$ cat config.mk
export PLATFORM = sky130hd
export DESIGN_NAME = pc_unit_flat
export DESIGN_NICKNAME = d
export VERILOG_FILES = /design/src/rtl/pc_if.sv /design/src/rtl/pc_unit.sv /design/src/flat_wrapper.sv
export SDC_FILE = /design/constraint.sdc
export NUM_CORES = 1
export LEC_CHECK = 0
export ABC_AREA = 1
export CAP_MARGIN = 5
export CORE_ASPECT_RATIO = 1.2
export CORE_MARGIN = 2
export CORE_UTILIZATION = 43
export CTS_CLUSTER_SIZE = 20
export DETAILED_ROUTE_END_ITERATION = 8
export GPL_TIMING_DRIVEN = 0
export PLACE_DENSITY = 0.79
export REMOVE_ABC_BUFFERS = 1
export SLEW_MARGIN = 20
export SYNTH_ARGS = -nofsm -noshare
export SYNTH_HDL_FRONTEND = slang
export SYNTH_SLANG_ARGS = --single-unit
$ cat constraint.sdc
create_clock -name clk -period 1.7 [get_ports clk]
set_clock_uncertainty 0.1 [all_clocks]
set_input_delay 0.34 -clock clk [delete_from_list [all_inputs] [get_ports clk]]
set_output_delay 0.34 -clock clk [all_outputs]
set_load 0.005 [all_outputs]
$ cat src/rtl/pc_if.sv
// Fetch PC bundle: redirect requests in, current PC and status out.
// The pipeline side drives requests; the PC unit answers with fetch state.
interface pc_if #(
    parameter int WIDTH = 32
);
    logic             en;
    logic             br_valid;
    logic [WIDTH-1:0] br_target;
    logic             exc_req;
    logic             eret;
    logic [WIDTH-1:0] epc;
    logic [WIDTH-1:0] pc;
    logic [WIDTH-1:0] pc_plus_step;
    logic             pend_valid;
    logic             adel;

    modport master (
        output en, br_valid, br_target,
        output exc_req, eret, epc,
        input  pc, pc_plus_step, pend_valid, adel
    );

    modport slave (
        input  en, br_valid, br_target,
        input  exc_req, eret, epc,
        output pc, pc_plus_step, pend_valid, adel
    );
endinterface

$ cat src/rtl/pc_unit.sv
// Fetch-stage program counter with next-PC select and a one-deep
// pending-redirect buffer that preserves a branch raised during a stall.
module pc_unit #(
    parameter int               WIDTH      = 32,
    parameter logic [WIDTH-1:0] RESET_ADDR = 32'h0000_3000,
    parameter logic [WIDTH-1:0] EXC_VECTOR = 32'h0000_4180,
    parameter int               STEP       = 4,
    parameter logic [WIDTH-1:0] IMEM_BASE  = 32'h0000_3000,
    parameter logic [WIDTH-1:0] IMEM_SIZE  = 32'h0000_1000
) (
    input logic clk,
    input logic reset,
    pc_if.slave bus
);
    // One extra bit so a window ending at 2^WIDTH does not overflow.
    localparam logic [WIDTH:0] IMEM_END =
        {1'b0, IMEM_BASE} + {1'b0, IMEM_SIZE};

    logic [WIDTH-1:0] pc_q,   pc_d;
    logic [WIDTH-1:0] tgt_q,  tgt_d;
    logic             pend_q, pend_d;
    logic [WIDTH-1:0] pc_inc;

    assign pc_inc = pc_q + WIDTH'(STEP);

    always_comb begin
        pc_d   = pc_q;
        tgt_d  = tgt_q;
        pend_d = pend_q;
        priority case (1'b1)
            bus.exc_req: begin
                pc_d   = EXC_VECTOR;
                pend_d = 1'b0;
            end
            bus.eret: begin
                pc_d   = bus.epc;
                pend_d = 1'b0;
            end
            bus.en && pend_q: begin
                pc_d   = tgt_q;
                pend_d = 1'b0;
            end
            bus.en && bus.br_valid: pc_d = bus.br_target;
            bus.en:                 pc_d = pc_inc;
            default: begin
                // Stalled: keep only the first redirect seen.
                if (bus.br_valid && !pend_q) begin
                    tgt_d  = bus.br_target;
                    pend_d = 1'b1;
                end
            end
        endcase
    end

    always_ff @(posedge clk) begin
        if (reset) begin
            pc_q   <= RESET_ADDR;
            tgt_q  <= '0;
            pend_q <= 1'b0;
        end else begin
            pc_q   <= pc_d;
            tgt_q  <= tgt_d;
            pend_q <= pend_d;
        end
    end

    assign bus.pc           = pc_q;
    assign bus.pc_plus_step = pc_inc;
    assign bus.pend_valid   = pend_q;
    assign bus.adel         = (pc_q[1:0] != 2'b00)
                            || (pc_q < IMEM_BASE)
                            || ({1'b0, pc_q} >= IMEM_END);
endmodule

$ cat src/flat_wrapper.sv
// flat-port wrapper written by rule: the top's interface ports become plain ports
module pc_unit_flat 
#(
    parameter int               WIDTH      = 32,
    parameter logic [WIDTH-1:0] RESET_ADDR = 32'h0000_3000,
    parameter logic [WIDTH-1:0] EXC_VECTOR = 32'h0000_4180,
    parameter int               STEP       = 4,
    parameter logic [WIDTH-1:0] IMEM_BASE  = 32'h0000_3000,
    parameter logic [WIDTH-1:0] IMEM_SIZE  = 32'h0000_1000
)
  (clk, reset, bus_en, bus_br_valid, bus_br_target, bus_exc_req, bus_eret, bus_epc, bus_pc, bus_pc_plus_step, bus_pend_valid, bus_adel);
  pc_if #(.WIDTH(WIDTH)) bus_i ();
  input logic clk;
  input logic reset;
  input wire logic [$bits(bus_i.en)-1:0] bus_en;
  input wire logic [$bits(bus_i.br_valid)-1:0] bus_br_valid;
  input wire logic [$bits(bus_i.br_target)-1:0] bus_br_target;
  input wire logic [$bits(bus_i.exc_req)-1:0] bus_exc_req;
  input wire logic [$bits(bus_i.eret)-1:0] bus_eret;
  input wire logic [$bits(bus_i.epc)-1:0] bus_epc;
  output wire logic [$bits(bus_i.pc)-1:0] bus_pc;
  output wire logic [$bits(bus_i.pc_plus_step)-1:0] bus_pc_plus_step;
  output wire logic [$bits(bus_i.pend_valid)-1:0] bus_pend_valid;
  output wire logic [$bits(bus_i.adel)-1:0] bus_adel;
  assign bus_i.en = bus_en;
  assign bus_i.br_valid = bus_br_valid;
  assign bus_i.br_target = bus_br_target;
  assign bus_i.exc_req = bus_exc_req;
  assign bus_i.eret = bus_eret;
  assign bus_i.epc = bus_epc;
  assign bus_pc = bus_i.pc;
  assign bus_pc_plus_step = bus_i.pc_plus_step;
  assign bus_pend_valid = bus_i.pend_valid;
  assign bus_adel = bus_i.adel;
  pc_unit #(.WIDTH(WIDTH), .RESET_ADDR(RESET_ADDR), .EXC_VECTOR(EXC_VECTOR), .STEP(STEP), .IMEM_BASE(IMEM_BASE), .IMEM_SIZE(IMEM_SIZE)) u_core (.clk(clk), .reset(reset), .bus(bus_i));
endmodule
==> impl_metrics.json <==
{
  "status": "complete, but fails checks",
  "failed_checks": "DRC, setup timing",
  "p_seq_share_pct": 34.0,
  "rows": 40,
  "wirelength_um": 29120,
  "ys.warnings.count": 0,
  "dieHeight_um": 113.6,
  "numCtsBuffers": 9,
  "grt_pass1_wl_um": 33410,
  "post-dp-hpwl_um": 10320,
  "synth_top_area_share_pct": 30.24,
  "syn-cell-area_um2": 4303,
  "drive_gt1_share_pct": 43.61,
  "p_comb_share_pct": 25.0,
  "hold_viol": 0,
  "synth_top_area_cell": "dfxtp_1",
  "synth_cells": 692,
  "dp_slack_ns": -2.136,
  "clockBufferDepth": 2,
  "ios": 136,
  "first_iter_violations": 1221,
  "max_freq_mhz": 405.3,
  "grt.total_usage_pct": 41.17,
  "area_growth_syn_to_layout_pct": 92.12,
  "die_area_um2": 10830,
  "grt-ovfl-total": 0,
  "grt_pass1_vias": 6416,
  "cts.htree.levels": 3,
  "synth_edf_count": 0,
  "synthTopCellsByArea": "dfxtp_1 30%, nand2_1 16%, nor2_1 12%",
  "clock_latency_ns": 0.36,
  "via_count": 7193,
  "p_clk_share_pct": 40.9,
  "drc_errors": 12,
  "hold_path_class": "flip-flop to flip-flop",
  "post_synth.cell_area_avg_um2": 6.218,
  "initial_utilization_pct": 43.64,
  "layout_min_cycle_time_ns": 2.467,
  "finalSetupViolations": 77,
  "path_max_fanout": 4,
  "cellPowerDensity_nw_per_um2": 594.5,
  "worst_pin_slew_ns": 1.001,
  "antenna_found_initial": 2,
  "end_kind": "output pin",
  "r2r_start": "u_core.bus.pc[2]$_SDFFE_PP0P_",
  "gp_congestion": 0.9100,
  "core_area_um2": 9859,
  "worst_r2r_endpoint": "u_core.bus.pc[13]$_SDFFE_PP1P_",
  "cp-endpoint": "bus_pc_plus_step[20]",
  "leakage_nw": 3.755,
  "yosysSeqAreaShare_pct": 30.24,
  "dr.pass1.iters": 9,
  "rsz0062_at_grt": "yes",
  "required_ns": 1.26,
  "async_flop_share_pct": 0,
  "die_x_um": 95.32,
  "cp.arrival_ns": 2.03,
  "relSlewSlack_pct": 33.22,
  "design_area_um2": 8267,
  "cap_violations": 0,
  "final_max_slew_viol_count": 0,
  "root_buffer": "clkbuf_16",
  "synth_seq_cells": 65,
  "io_buffers": 135,
  "setup_ws_ns": -0.7674,
  "rrSetupSlack_ns": -0.75,
  "grt_max_degree": 38,
  "start_kind": "flip-flop",
  "worstRegToRegCells": 16,
  "ir_worst_vdd_v": 0.001294,
  "yosysUniqueCellTypes": 37,
  "nNetsFinal": 1030,
  "cp-startpoint": "u_core.bus.pc[2]$_SDFFE_PP0P_",
  "cts.sinks": 65,
  "min_period_over_period_pct": 145.1,
  "wire_per_inst_um": 26.71,
  "path_clk_slew_ns": 0.06,
  "p_int_w": 0.003378,
  "synthFlopType": "dfxtp_1",
  "path_class": "flip-flop to output pin",
  "cts_tree": "yes",
  "place_area_um2": 5594,
  "swShare_pct": 31.26,
  "avgViaCountPerCell": 6.599,
  "switchingPower_w": 0.001536,
  "final_antenna_net_count": 0
}
-- kinds of logic (layout without fill, tap and decap cells) --
| kind of cell | Yosys count | in the layout | synth area share [%] |
|---|---|---|---|
| xor+xnor | 15 | 15 | 3.402 |
| flops | 65 | 65 | 30.24 |
| fa+ha+maj | 2 | 2 | 0.5815 |
| compound gates | 126 | 126 | 16.81 |
| other cells | 0 | 1 | 0 |
| simple gates | 391 | 395 | 38.59 |
| buf+inv | 93 | 360 | 10.38 |
-- final cells by class --
type / instances / area (um2)
antenna: 1 / 2.502
tap: 126 / 157.7
timing repair inverter: 5 / 60.06
clock inverter: 2 / 35.03
sequential: 65 / 1413
timing repair buffer: 278 / 2536
multi-input combinational: 538 / 3500
fill: 508 / 1593
inverter: 61 / 289.0
clock buffer: 14 / 274.0
-- routing by layer --
layer	track usage (%)	up-vias	wire length, um
met5	0	-	0
met4	34.78	0	3830
met3	13.67	410	4709
met2	65.07	874	11960
met1	43.55	3153	8621
li1	-	2756	-
-- cells in the mapped netlist, drive strengths merged, types with 2 or more instances --
master	number
inv	61
nor2	152
nand3	36
xnor2	4
o21ai	52
nand4	5
o221ai	2
xor2	11
ha	2
nor3	3
a211oi	3
clkbuf	19
dfxtp	65
o21bai	2
o211ai	10
a31oi	5
buf	12
a22oi	15
nand2	191
a21oi	37
-- state kept, by name (all words and copies together) (netlist names), named ones only --
signal	cells
u_core.tgt_q	32
u_core.bus.pend_valid	1
u_core.bus.pc	30
-- metrics by stage --
step                power (W)  TNS (ns)  utilization (%)  instances  hold WS [ns]
global placement     0.002435   -130.80            56.74        921        0.3345
detailed placement   0.002448   -118.66            56.74        921        0.3431
CTS                  0.004525    -11.57            75.42       1052        0.3527
floorplan            0.001997    -11.78                -        660        0.3266
finish               0.004914    -23.66            83.85       1090        0.3511
global route         0.004987    -25.69            83.82       1089        0.3672
-- timing repair --
action,4_1_cts,5_1_grt
pin swaps,81,62
endpoints found under the setup margin,127,106
buffers inserted,112,45
gates resized for setup,363,159
gates cloned,7,3
hold buffers,0,0
-- worst min-delay path by stage --
| stage | slack (ns) | to | depth (start not counted) | from |
|---|---|---|---|---|
| 4_1_cts | 0.35 | u_core.tgt_q[30]$_SDFFE_PP0P_ | 2 | u_core.tgt_q[30]$_SDFFE_PP0P_ |
| 3_5_place_dp | 0.34 | u_core.tgt_q[30]$_SDFFE_PP0P_ | 2 | u_core.tgt_q[30]$_SDFFE_PP0P_ |
| 6_report | 0.35 | u_core.tgt_q[30]$_SDFFE_PP0P_ | 2 | u_core.tgt_q[30]$_SDFFE_PP0P_ |
| 2_1_floorplan | 0.33 | u_core.tgt_q[26]$_SDFFE_PP0P_ | 2 | u_core.tgt_q[26]$_SDFFE_PP0P_ |
| 5_1_grt | 0.37 | u_core.tgt_q[30]$_SDFFE_PP0P_ | 2 | u_core.tgt_q[30]$_SDFFE_PP0P_ |
| 3_3_place_gp | 0.33 | u_core.tgt_q[26]$_SDFFE_PP0P_ | 2 | u_core.tgt_q[26]$_SDFFE_PP0P_ |
-- power by group through the flow --
stage / clock (W) / sequential, W / combinational (W)
after floorplan: 0 / 0.00167 / 0.000326
after global placement: 0 / 0.00169 / 0.000746
after detailed placement: 0 / 0.00169 / 0.000759
after CTS: 0.00194 / 0.00164 / 0.000945
after global routing: 0.00205 / 0.00167 / 0.00126
final: 0.00201 / 0.00167 / 0.00123
-- cells in the final DEF, fill, tap and decap left out, types with 14 or more instances in the layout --
cell             instances
o21ai_2                 15
nand3_1                 16
nand3_2                 16
dfxtp_1                 32
a21oi_1                 29
nor2_4                  36
buf_6                   43
clkdlybuf4s50_1         78
inv_1                   46
buf_4                   95
o21ai_0                 26
nand2_1                132
nor2_2                  14
nor2_1                 103
dlygate4sd2_1           18
nand2_2                 40
buf_2                   28
a22oi_1                 15
dfxtp_4                 28
nand2_4                 17
-- critical path, stage by stage, from the launching register on --
cell and delay [ns]:
dfxtp_4 0.41, ha_4 0.19, inv_4 0.05, nor2_4 0.15, nand2_4 0.12, nor2_4 0.22, buf_6 0.15, nand3_2 0.07
nand2_1 0.09, nand2_2 0.08, buf_2 0.13
Power figures use the tool's default switching activity.
